==> config.mk <==
export PLATFORM = sky130hd
export DESIGN_NAME = id_ex_stage
export DESIGN_NICKNAME = d
export VERILOG_FILES = /design/src/rtl/id_ex_stage.sv
export SDC_FILE = /design/constraint.sdc
export NUM_CORES = 1
export LEC_CHECK = 0
export ABC_AREA = 1
export ABC_CLOCK_PERIOD_IN_PS = 2870
export CORE_AREA = 2 2 238 240
export CTS_BUF_LIST = sky130_fd_sc_hd__clkbuf_16
export CTS_CLUSTER_DIAMETER = 200
export CTS_CLUSTER_SIZE = 40
export DETAILED_ROUTE_END_ITERATION = 10
export DIE_AREA = 0 0 240 242
export GPL_ROUTABILITY_DRIVEN = 0
export PLACE_DENSITY_LB_ADDON = 0.25
export RECOVER_POWER = 25
export SETUP_SLACK_MARGIN = 0.2
export SYNTH_ARGS = -nofsm -noshare
export SYNTH_HDL_FRONTEND = slang
export SYNTH_SLANG_ARGS = --single-unit
==> constraint.sdc <==
create_clock -name clk -period 2.87 [get_ports clk]
set_input_delay 0.4305 -clock clk [delete_from_list [all_inputs] [get_ports clk]]
set_output_delay 0.4305 -clock clk [all_outputs]
set_load 0.05 [all_outputs]
==> src/rtl/id_ex_stage.sv <==
// id_ex_stage: ID/EX pipeline register of the 5-stage RV64 core.
//
// It captures the decode-stage control word, operands and register indices
// and presents them to EX one cycle later. It also holds the load-use hazard
// detector: that logic drives the PC and IF/ID write enables, inserts bubbles
// and applies branch flushes. Two saturating counters record stall and flush
// events.
//
// Ports
//   clk, reset            core clock; synchronous active-high reset
//   id_*                  decoded instruction from ID (control, data, indices)
//   ex_branch_taken       branch in EX resolved taken -> flush
//   ex_hold               EX cannot accept a new instruction -> freeze
//   ex_*                  registered copy of the ID fields presented to EX
//   pc_write_en           PC may advance (combinational)
//   if_id_write_en        IF/ID may load (combinational)
//   if_id_flush           IF/ID must become a bubble (combinational)
//   stall_cnt, flush_cnt  saturating event counters
module id_ex_stage #(
    parameter int XLEN  = 64,
    parameter int CNT_W = 16
) (
    input  logic             clk,
    input  logic             reset,
    input  logic             id_valid,
    input  logic             id_branch,
    input  logic             id_mem_read,
    input  logic             id_mem_to_reg,
    input  logic             id_mem_write,
    input  logic             id_alu_src,
    input  logic             id_reg_write,
    input  logic [1:0]       id_alu_op,
    input  logic [XLEN-1:0]  id_pc,
    input  logic [XLEN-1:0]  id_rs1_data,
    input  logic [XLEN-1:0]  id_rs2_data,
    input  logic [XLEN-1:0]  id_imm,
    input  logic [4:0]       id_rs1,
    input  logic [4:0]       id_rs2,
    input  logic [4:0]       id_rd,
    input  logic [3:0]       id_funct,
    input  logic             ex_branch_taken,
    input  logic             ex_hold,
    output logic             ex_valid,
    output logic             ex_branch,
    output logic             ex_mem_read,
    output logic             ex_mem_to_reg,
    output logic             ex_mem_write,
    output logic             ex_alu_src,
    output logic             ex_reg_write,
    output logic [1:0]       ex_alu_op,
    output logic [XLEN-1:0]  ex_pc,
    output logic [XLEN-1:0]  ex_rs1_data,
    output logic [XLEN-1:0]  ex_rs2_data,
    output logic [XLEN-1:0]  ex_imm,
    output logic [4:0]       ex_rs1,
    output logic [4:0]       ex_rs2,
    output logic [4:0]       ex_rd,
    output logic [3:0]       ex_funct,
    output logic             pc_write_en,
    output logic             if_id_write_en,
    output logic             if_id_flush,
    output logic [CNT_W-1:0] stall_cnt,
    output logic [CNT_W-1:0] flush_cnt
);

    // All ID/EX fields travel as one packed word, so a bubble is a single clear.
    localparam int W = 28 + 4 * XLEN;

    logic [W-1:0]     stage_q, stage_d;
    logic [W-1:0]     id_word_s;
    logic [CNT_W-1:0] stall_cnt_q, stall_cnt_d;
    logic [CNT_W-1:0] flush_cnt_q, flush_cnt_d;
    logic             uses_rs1_s, uses_rs2_s, load_use_s;

    // Saturating increment: hold at all-ones instead of wrapping.
    function automatic logic [CNT_W-1:0] sat_inc(input logic [CNT_W-1:0] v);
        return (v == {CNT_W{1'b1}}) ? v : v + CNT_W'(1);
    endfunction

    assign id_word_s = {id_valid, id_branch, id_mem_read, id_mem_to_reg,
                        id_mem_write, id_alu_src, id_reg_write, id_alu_op,
                        id_pc, id_rs1_data, id_rs2_data, id_imm,
                        id_rs1, id_rs2, id_rd, id_funct};

    assign {ex_valid, ex_branch, ex_mem_read, ex_mem_to_reg,
            ex_mem_write, ex_alu_src, ex_reg_write, ex_alu_op,
            ex_pc, ex_rs1_data, ex_rs2_data, ex_imm,
            ex_rs1, ex_rs2, ex_rd, ex_funct} = stage_q;

    assign stall_cnt = stall_cnt_q;
    assign flush_cnt = flush_cnt_q;

    // Hazard detection: a valid load in EX whose rd feeds an operand that the
    // ID instruction actually reads. Loads to x0 never stall.
    always_comb begin
        uses_rs1_s = id_valid & (id_reg_write | id_mem_read | id_mem_write | id_branch);
        uses_rs2_s = id_valid & (~id_alu_src | id_mem_write);
        load_use_s = ex_valid & ex_mem_read & (ex_rd != 5'd0) &
                     ((uses_rs1_s & (ex_rd == id_rs1)) |
                      (uses_rs2_s & (ex_rd == id_rs2)));
    end

    // Per-cycle action, in priority order: hold, flush, load-use stall, advance.
    // Reset is applied in the register process and overrides all of these.
    always_comb begin
        stage_d        = stage_q;
        stall_cnt_d    = stall_cnt_q;
        flush_cnt_d    = flush_cnt_q;
        pc_write_en    = 1'b1;
        if_id_write_en = 1'b1;
        if_id_flush    = 1'b0;
        if (ex_hold) begin
            // A taken branch during a hold is dropped; EX re-asserts it later.
            pc_write_en    = 1'b0;
            if_id_write_en = 1'b0;
        end else if (ex_branch_taken) begin
            stage_d     = {W{1'b0}};
            if_id_flush = 1'b1;
            flush_cnt_d = sat_inc(flush_cnt_q);
        end else if (load_use_s) begin
            // The consumer stays in ID and retries once the load is in MEM.
            stage_d        = {W{1'b0}};
            pc_write_en    = 1'b0;
            if_id_write_en = 1'b0;
            stall_cnt_d    = sat_inc(stall_cnt_q);
        end else begin
            stage_d = id_word_s;
        end
    end

    // State register with synchronous reset.
    always_ff @(posedge clk) begin
        if (reset) begin
            stage_q     <= {W{1'b0}};
            stall_cnt_q <= {CNT_W{1'b0}};
            flush_cnt_q <= {CNT_W{1'b0}};
        end else begin
            stage_q     <= stage_d;
            stall_cnt_q <= stall_cnt_d;
            flush_cnt_q <= flush_cnt_d;
        end
    end

endmodule

==> run metrics, run 1 <==
CP max stage delay about 0.43 ns; Lkg Pwr about 0.0065 uW; P&R area growth vs syn 56.8%; Via density around 4.4; largest family of logic cells by synthesized area simple AND/OR/NAND/NOR gates; Mapped Cells between 1500 and 2000; Routed wire per std cell 16.7 um; Final #Nets around 2400; worst setup path class flop to output port; CTS tree yes; Final Critical Period between 2 and 2.5 ns; WHS 0.265 ns; register area share after synthesis about 52%; Tcrit/Tclk final around 87%; cell mode on critical path nand2_1; IO Pins approximately 600; final setup fails 0; Netlist cell types 27; HPWL after DPL approximately 34000 um; aggregate global routing overflow 0; clock sinks ~320; worst-margin pin slew about 0.8 ns; f_max 401 MHz; WP data required 2.44 ns; top cells by area, synth dfxtp_1 (52%), nand3_1 (12%), a21oi_1 (12%); number of synthesized flops with an enable pin 0; worst min-delay path class input port to flop; Post-synth top cells nand2_1 (394), dfxtp_1 (316), nand3_1 (303); Die W roughly 240 um; Initial Util a little over a fifth; Worst path slowest cell dfxtp_1; Worst slew margin between 40% and 50%; vias in the first global route ~12000; Routed WL approximately 47000 um; clock latency on the worst-skew pair 0.54 ns; CTS buffer count 11; FFs w/ async S/R, synth 0%; area leader, netlist dfxtp_1; Pwr Density ~450 mW/mm^2; Pre-Repair DR Iteration Count 5; Port Buffers between 600 and 700; share of cells above drive strength 1 2.73%; antenna viol nets, final 0; Filler cells between 5000 and 6000; syn nets 1879; final hold violation count 0; adder-cell share of the synthesized area 0.204%; CP Launch Type flop; Std-Cell Rows 87; Core ar. 0.0557 mm^2; via count between 10000 and 15000; CP Capture Type output port; Compound-Gate Fraction of Synth Area between 10% and 20%; GRT Total Usage approximately 15%; fin. max-slew vios 0; Die H 242 um; Clock transition at path regs roughly 0.15 ns; most frequent cell after synthesis nand2_1; Yosys top cell area share 51.7%; Netlist Area Pre-Place around 0.012 mm^2; worst clock skew between 0.02 and 0.025 ns; die area just under 0.06 mm^2; peak supply drop ~0.00035 V; Yosys reg bits ~320; maximum root-to-sink buffer count 3; clk root buf clkbuf_16; DRC Markers 0; Synth Warn # 0; Max Cap Viol 0; global-route wire length before repair between 70000 and 80000 um; post-synthesis xor/xnor area fraction about 1.4%; ys flop type dfxtp_1; initial antenna violation count 3; H-tree level count 1; Iter 0 DRT Violations between 600 and 700; RSZ-0062 raised after global routing false; multiplexer share of the synthesized area 0%; outcome finished, final reports clean; Max FO, Critical Path 5; Fin Setup TNS 0 ns; worst-path cell chain inv_1, nand2_1, nand2_1, nor2_1, nand3_1, nand2_1, nand3_2, nand2_1, inv_1, buf_4; simple-gate share of the synthesized area a little over a quarter; Mapped Avg Cell Area between 7 and 8 um^2; Worst Path Arrival around 2.1 ns; Post-CTS Setup Repair Bufs 0; largest net degree at the start of global routing 144
==> layer usage <==
layer | global-route usage (%) | up-vias | share of wire (%)
li1 | - | 6274 | -
met3 | 4.85 | 46 | 8.6
met1 | 18.4 | 5841 | 41
met5 | 0 | - | 0.048
met2 | 26.8 | 411 | 48
met4 | 3.58 | 4 | 2.2
==> layout make-up <==
| cell class | instances | area, um^2 | area share [%] |
|---|---|---|---|
| Sequential cell | 316 | 6330 | 33.0 |
| Timing Repair Buffer | 621 | 6310 | 32.9 |
| Multi-Input combinational cell | 1098 | 5130 | 26.7 |
| Tap cell | 756 | 946 | 4.93 |
| Clock buffer | 11 | 275 | 1.43 |
| Inverter | 43 | 161 | 0.841 |
| Clock inverter | 1 | 30.0 | 0.156 |
| Antenna cell | 2 | 5.00 | 0.0261 |
==> report_power, final <==
group          switching [uW]  internal, uW  total, uW
registers                86.3          4540       4630
clock network            1420           796       2210
logic                    1030           737       1770
==> logic make-up (layout without fill, tap and decap cells) <==
logic type / after synthesis / in the layout
AO/OA/AOI/OAI: 320 / 320
XOR/XNOR: 20 / 20
adder cells (fa/ha/maj): 2 / 2
buffers and inverters: 175 / 676
flip-flops: 316 / 316
other: 0 / 2
AND/OR/NAND/NOR: 756 / 756
==> repair_timing <==
action / 4_1_cts / 5_1_grt
resized for setup: 0 / 2
hold buffers: 0 / 0
setup endpoints to repair: 0 / 2
endpoints found under the hold margin: 0 / 0
==> stage by stage <==
stage | worst slack (ns) | std cells | total power, uW | cell area (um^2) | utilization (%)
detailed placement | 0.403 | 2834 | 6500 | 18900 | 33.9
global route | 0.174 | 2847 | 8950 | 19200 | 34.4
global placement | 0.373 | 2834 | 6500 | 18900 | 33.9
floorplan | 0.642 | 1589 | 5640 | 12200 | -
CTS | 0.266 | 2846 | 8770 | 19200 | 34.5
finish | 0.378 | 2848 | 8610 | 19200 | 34.4
==> worst paths after layout <==
check	slack, ns	cells after the start	endpoint	start
worst max register to register	0.53	9	stage_q[150]$_SDFFE_PP0N_	stage_q[4]$_SDFFE_PP0N_
worst min register to register	0.47	2	stage_q[236]$_SDFFE_PP0N_	stage_q[236]$_SDFFE_PP0N_
worst max-delay path	0.38	10	if_id_write_en	stage_q[6]$_SDFFE_PP0N_
worst min-delay path	0.27	2	stage_q[113]$_SDFFE_PP0N_	reset
==> critical path: cells and delay by family (launching register included) <==
| family | cells | cell delay, ns |
|---|---|---|
| buffers and inverters | 3 | 0.39 |
| flip-flops | 1 | 0.43 |
| AND/OR/NAND/NOR | 7 | 0.74 |
==> placed cells by master, fill, tap and decap left out, types with 2 or more instances in the layout <==
master             n
nand3_1          303
xnor2_1           12
nand4_1            5
a21oi_2           10
clkdlybuf4s50_1  601
inv_1             38
dfxtp_1          314
nand2_1          395
dfxtp_2            2
a21oi_1          301
diode_2            2
xor2_1             8
clkbuf_16         11
inv_2              5
clkbuf_2           2
nor3_1            10
nor2_4             3
buf_12            11
buf_4              5
nor2_1            34
ha_1               2
o21ai_0            7
nand2_2            3
==> registers in the layout, summed over array words and instances, names as in the netlist <==
| name | cells |
|---|---|
| flush_cnt | 16 |
| stall_cnt | 16 |
| stage_q | 284 |
Note: power is estimated with default switching activity, not from simulation.
==> run 2: changes to the inputs <==
--- a/config.mk
+++ b/config.mk
@@ -14,6 +14,7 @@
 export DETAILED_ROUTE_END_ITERATION = 10
 export DIE_AREA = 0 0 240 242
 export GPL_ROUTABILITY_DRIVEN = 0
+export GPL_TIMING_DRIVEN = 0
 export PLACE_DENSITY_LB_ADDON = 0.25
 export RECOVER_POWER = 25
 export SETUP_SLACK_MARGIN = 0.2
==> run 2 against run 1 <==
- critical path depth stayed put
- non-clock buffer count is 114 higher
- core utilization is 0.53 points higher
- final area is 1.5% higher
- total power is 0.69% higher
- first-iteration DRC count is 2.1% lower
- highest routed layer unchanged
==> run metrics, run 2 (synthesis gave the netlist of run 1 again) <==
outcome finished, final reports clean; RSZ-0062 raised after global routing false; H-tree level count 1; share of cells above drive strength 1 3.90%; fin. max-slew vios 0; cell count of the worst reg-to-reg path 10; IO Pins slightly above 600; global-route wire length before repair approximately 79000 um; DRC Markers 0; Clock transition at path regs about 0.16 ns; Max FO, Critical Path 5; worst-margin pin slew a little under 0.8 ns; Routed WL 53300 um; antenna viol nets, final 0; Final WS setup 0.309 ns; r2r startpoint stage_q[8]$_SDFFE_PP0N_; Finished Cell Area 0.0195 mm^2; hold endpoint stage_q[208]$_SDFFE_PP0N_; Std-Cell Rows 87; Port Buffers between 600 and 700; peak supply drop 0.000355 V; worst clock skew between 0.015 and 0.02 ns; die area ~0.058 mm^2; CTS buffer count 11; CP Launch Type flop; clk root buf clkbuf_16; Tcrit/Tclk final between 80% and 90%; Worst slew margin 47.6%; worst min-delay path class input port to flop; initial antenna violation count 3; GRT Total Usage around 17%; Worst Path Arrival roughly 2.1 ns; clock sinks 316; R2R Setup Slk between 0.3 and 0.4 ns; maximum root-to-sink buffer count 3; final hold violation count 0; dpl cell area 0.0192 mm^2; max reg flops 284; most common cell after layout, fill and taps aside clkdlybuf4s50_1; WP data required ~2.4 ns; CTS tree yes; Core ar. 0.0557 mm^2; Die H ~240 um; largest net degree at the start of global routing ~40; via count 13300; Final Critical Period approximately 2.6 ns; Via density ~4.5; P&R area growth vs syn 59.2%; Final Util a little over a third; hold path startpoint id_rs1_data[61]; Top reg by flops stage_q; Max Cap Viol 0; Lkg Pwr between 0.006 and 0.007 uW; vias in the first global route roughly 13000; cts-stage hold buffer count 0; Iter 0 DRT Violations between 600 and 700; Post-CTS Setup Repair Bufs 0; Final #Nets 2495; Hold Path Cell Cnt 3; Filler cells between 5000 and 6000; Pre-Repair DR Iteration Count 5; HPWL after DPL around 43000 um; clock latency on the worst-skew pair ~0.53 ns; Place WS -0.297 ns; Die W 240 um; Pwr Density roughly 440 mW/mm^2; aggregate global routing overflow 0; final setup fails 0; most frequent cells in the layout clkdlybuf4s50_1 (574), nand2_1 (396), dfxtp_1 (312), nand3_1 (303), a21oi_1 (301); reg-to-reg critical path endpoint stage_q[197]$_SDFFE_PP0N_; Routed wire per std cell between 15 and 20 um; CP Capture Type output port; worst setup path class flop to output port; f_max approximately 390 MHz; Initial Util a little over a fifth
-- run 2: cell count changes in the layout (fill, tap and decap cells not counted), sizes merged --
| cell | before | now |
|---|---|---|
| buf | 17 | 52 |
| dlygate4sd3 | 0 | 28 |
| clkdlybuf4s15 | 0 | 1 |
| clkbuf | 14 | 91 |
| clkdlybuf4s50 | 601 | 574 |
| diode | 2 | 1 |
-- run 2: timing repair --
action | CTS | global route
resized for setup | 8 | 6
hold endpoints to repair | 0 | 0
setup endpoints to repair | 2 | 2
pin swaps | 0 | 0
-- run 2: stage by stage --
step                cells  total power [uW]  setup TNS, ns  hold WS (ns)
floorplan            1589              5640              0         0.591
global placement     2949              6550         -0.475         0.447
detailed placement   2949              6560         -0.480         0.453
CTS                  2961              8800              0         0.419
global route         2960              9040              0         0.430
finish               2961              8670              0         0.441
-- run 2: final cells by class --
cell class / instances / area [um^2] / area share, %
clock inverter: 1 / 30.0 / 0.154
antenna: 1 / 2.50 / 0.0128
multi-input combinational: 1098 / 5110 / 26.2
tap: 756 / 946 / 4.85
clock buffer: 11 / 275 / 1.41
inverter: 43 / 161 / 0.828
sequential: 316 / 6330 / 32.5
timing repair buffer: 604 / 6040 / 31.0
buffer: 131 / 588 / 3.02
-- run 2: layer usage --
layer	GRT usage, %	up-vias	part of all wire (%)
met5	0	-	0.054
met4	4.38	4	2.6
met3	5.81	59	8.9
met2	31.4	423	49
met1	19.6	6248	39
li1	-	6527	-
-- run 2: worst max-delay path: stages, from the launching register on --
cell             delay (ns)
dfxtp_1                0.49
inv_2                  0.08
nand2_1                0.06
nand2_1                0.05
nor2_1                 0.09
nand3_1                0.10
nand2_2                0.14
nand3_2                0.11
nand2_1                0.07
inv_1                  0.06
clkdlybuf4s15_2        0.33
-- run 2: worst max-delay path by stage --
stage | slack (ns) | from | endpoint | cells after the start
after floorplan | 0.64 | stage_q[4]$_SDFFE_PP0N_ | pc_write_en | 9
after global placement | -0.29 | ex_hold | pc_write_en | 8
after detailed placement | -0.30 | ex_hold | pc_write_en | 8
after CTS | 0.17 | stage_q[4]$_SDFFE_PP0N_ | pc_write_en | 11
after global routing | 0.11 | stage_q[8]$_SDFFE_PP0N_ | stage_q[197]$_SDFFE_PP0N_ | 9
final | 0.31 | stage_q[8]$_SDFFE_PP0N_ | if_id_write_en | 10
-- run 2: power by group --
part | internal (uW) | switching, uW | total [uW]
Combinational | 740 | 1070 | 1810
Clock | 796 | 1420 | 2220
Sequential | 4540 | 94.2 | 4640
Total | 6080 | 2590 | 8670
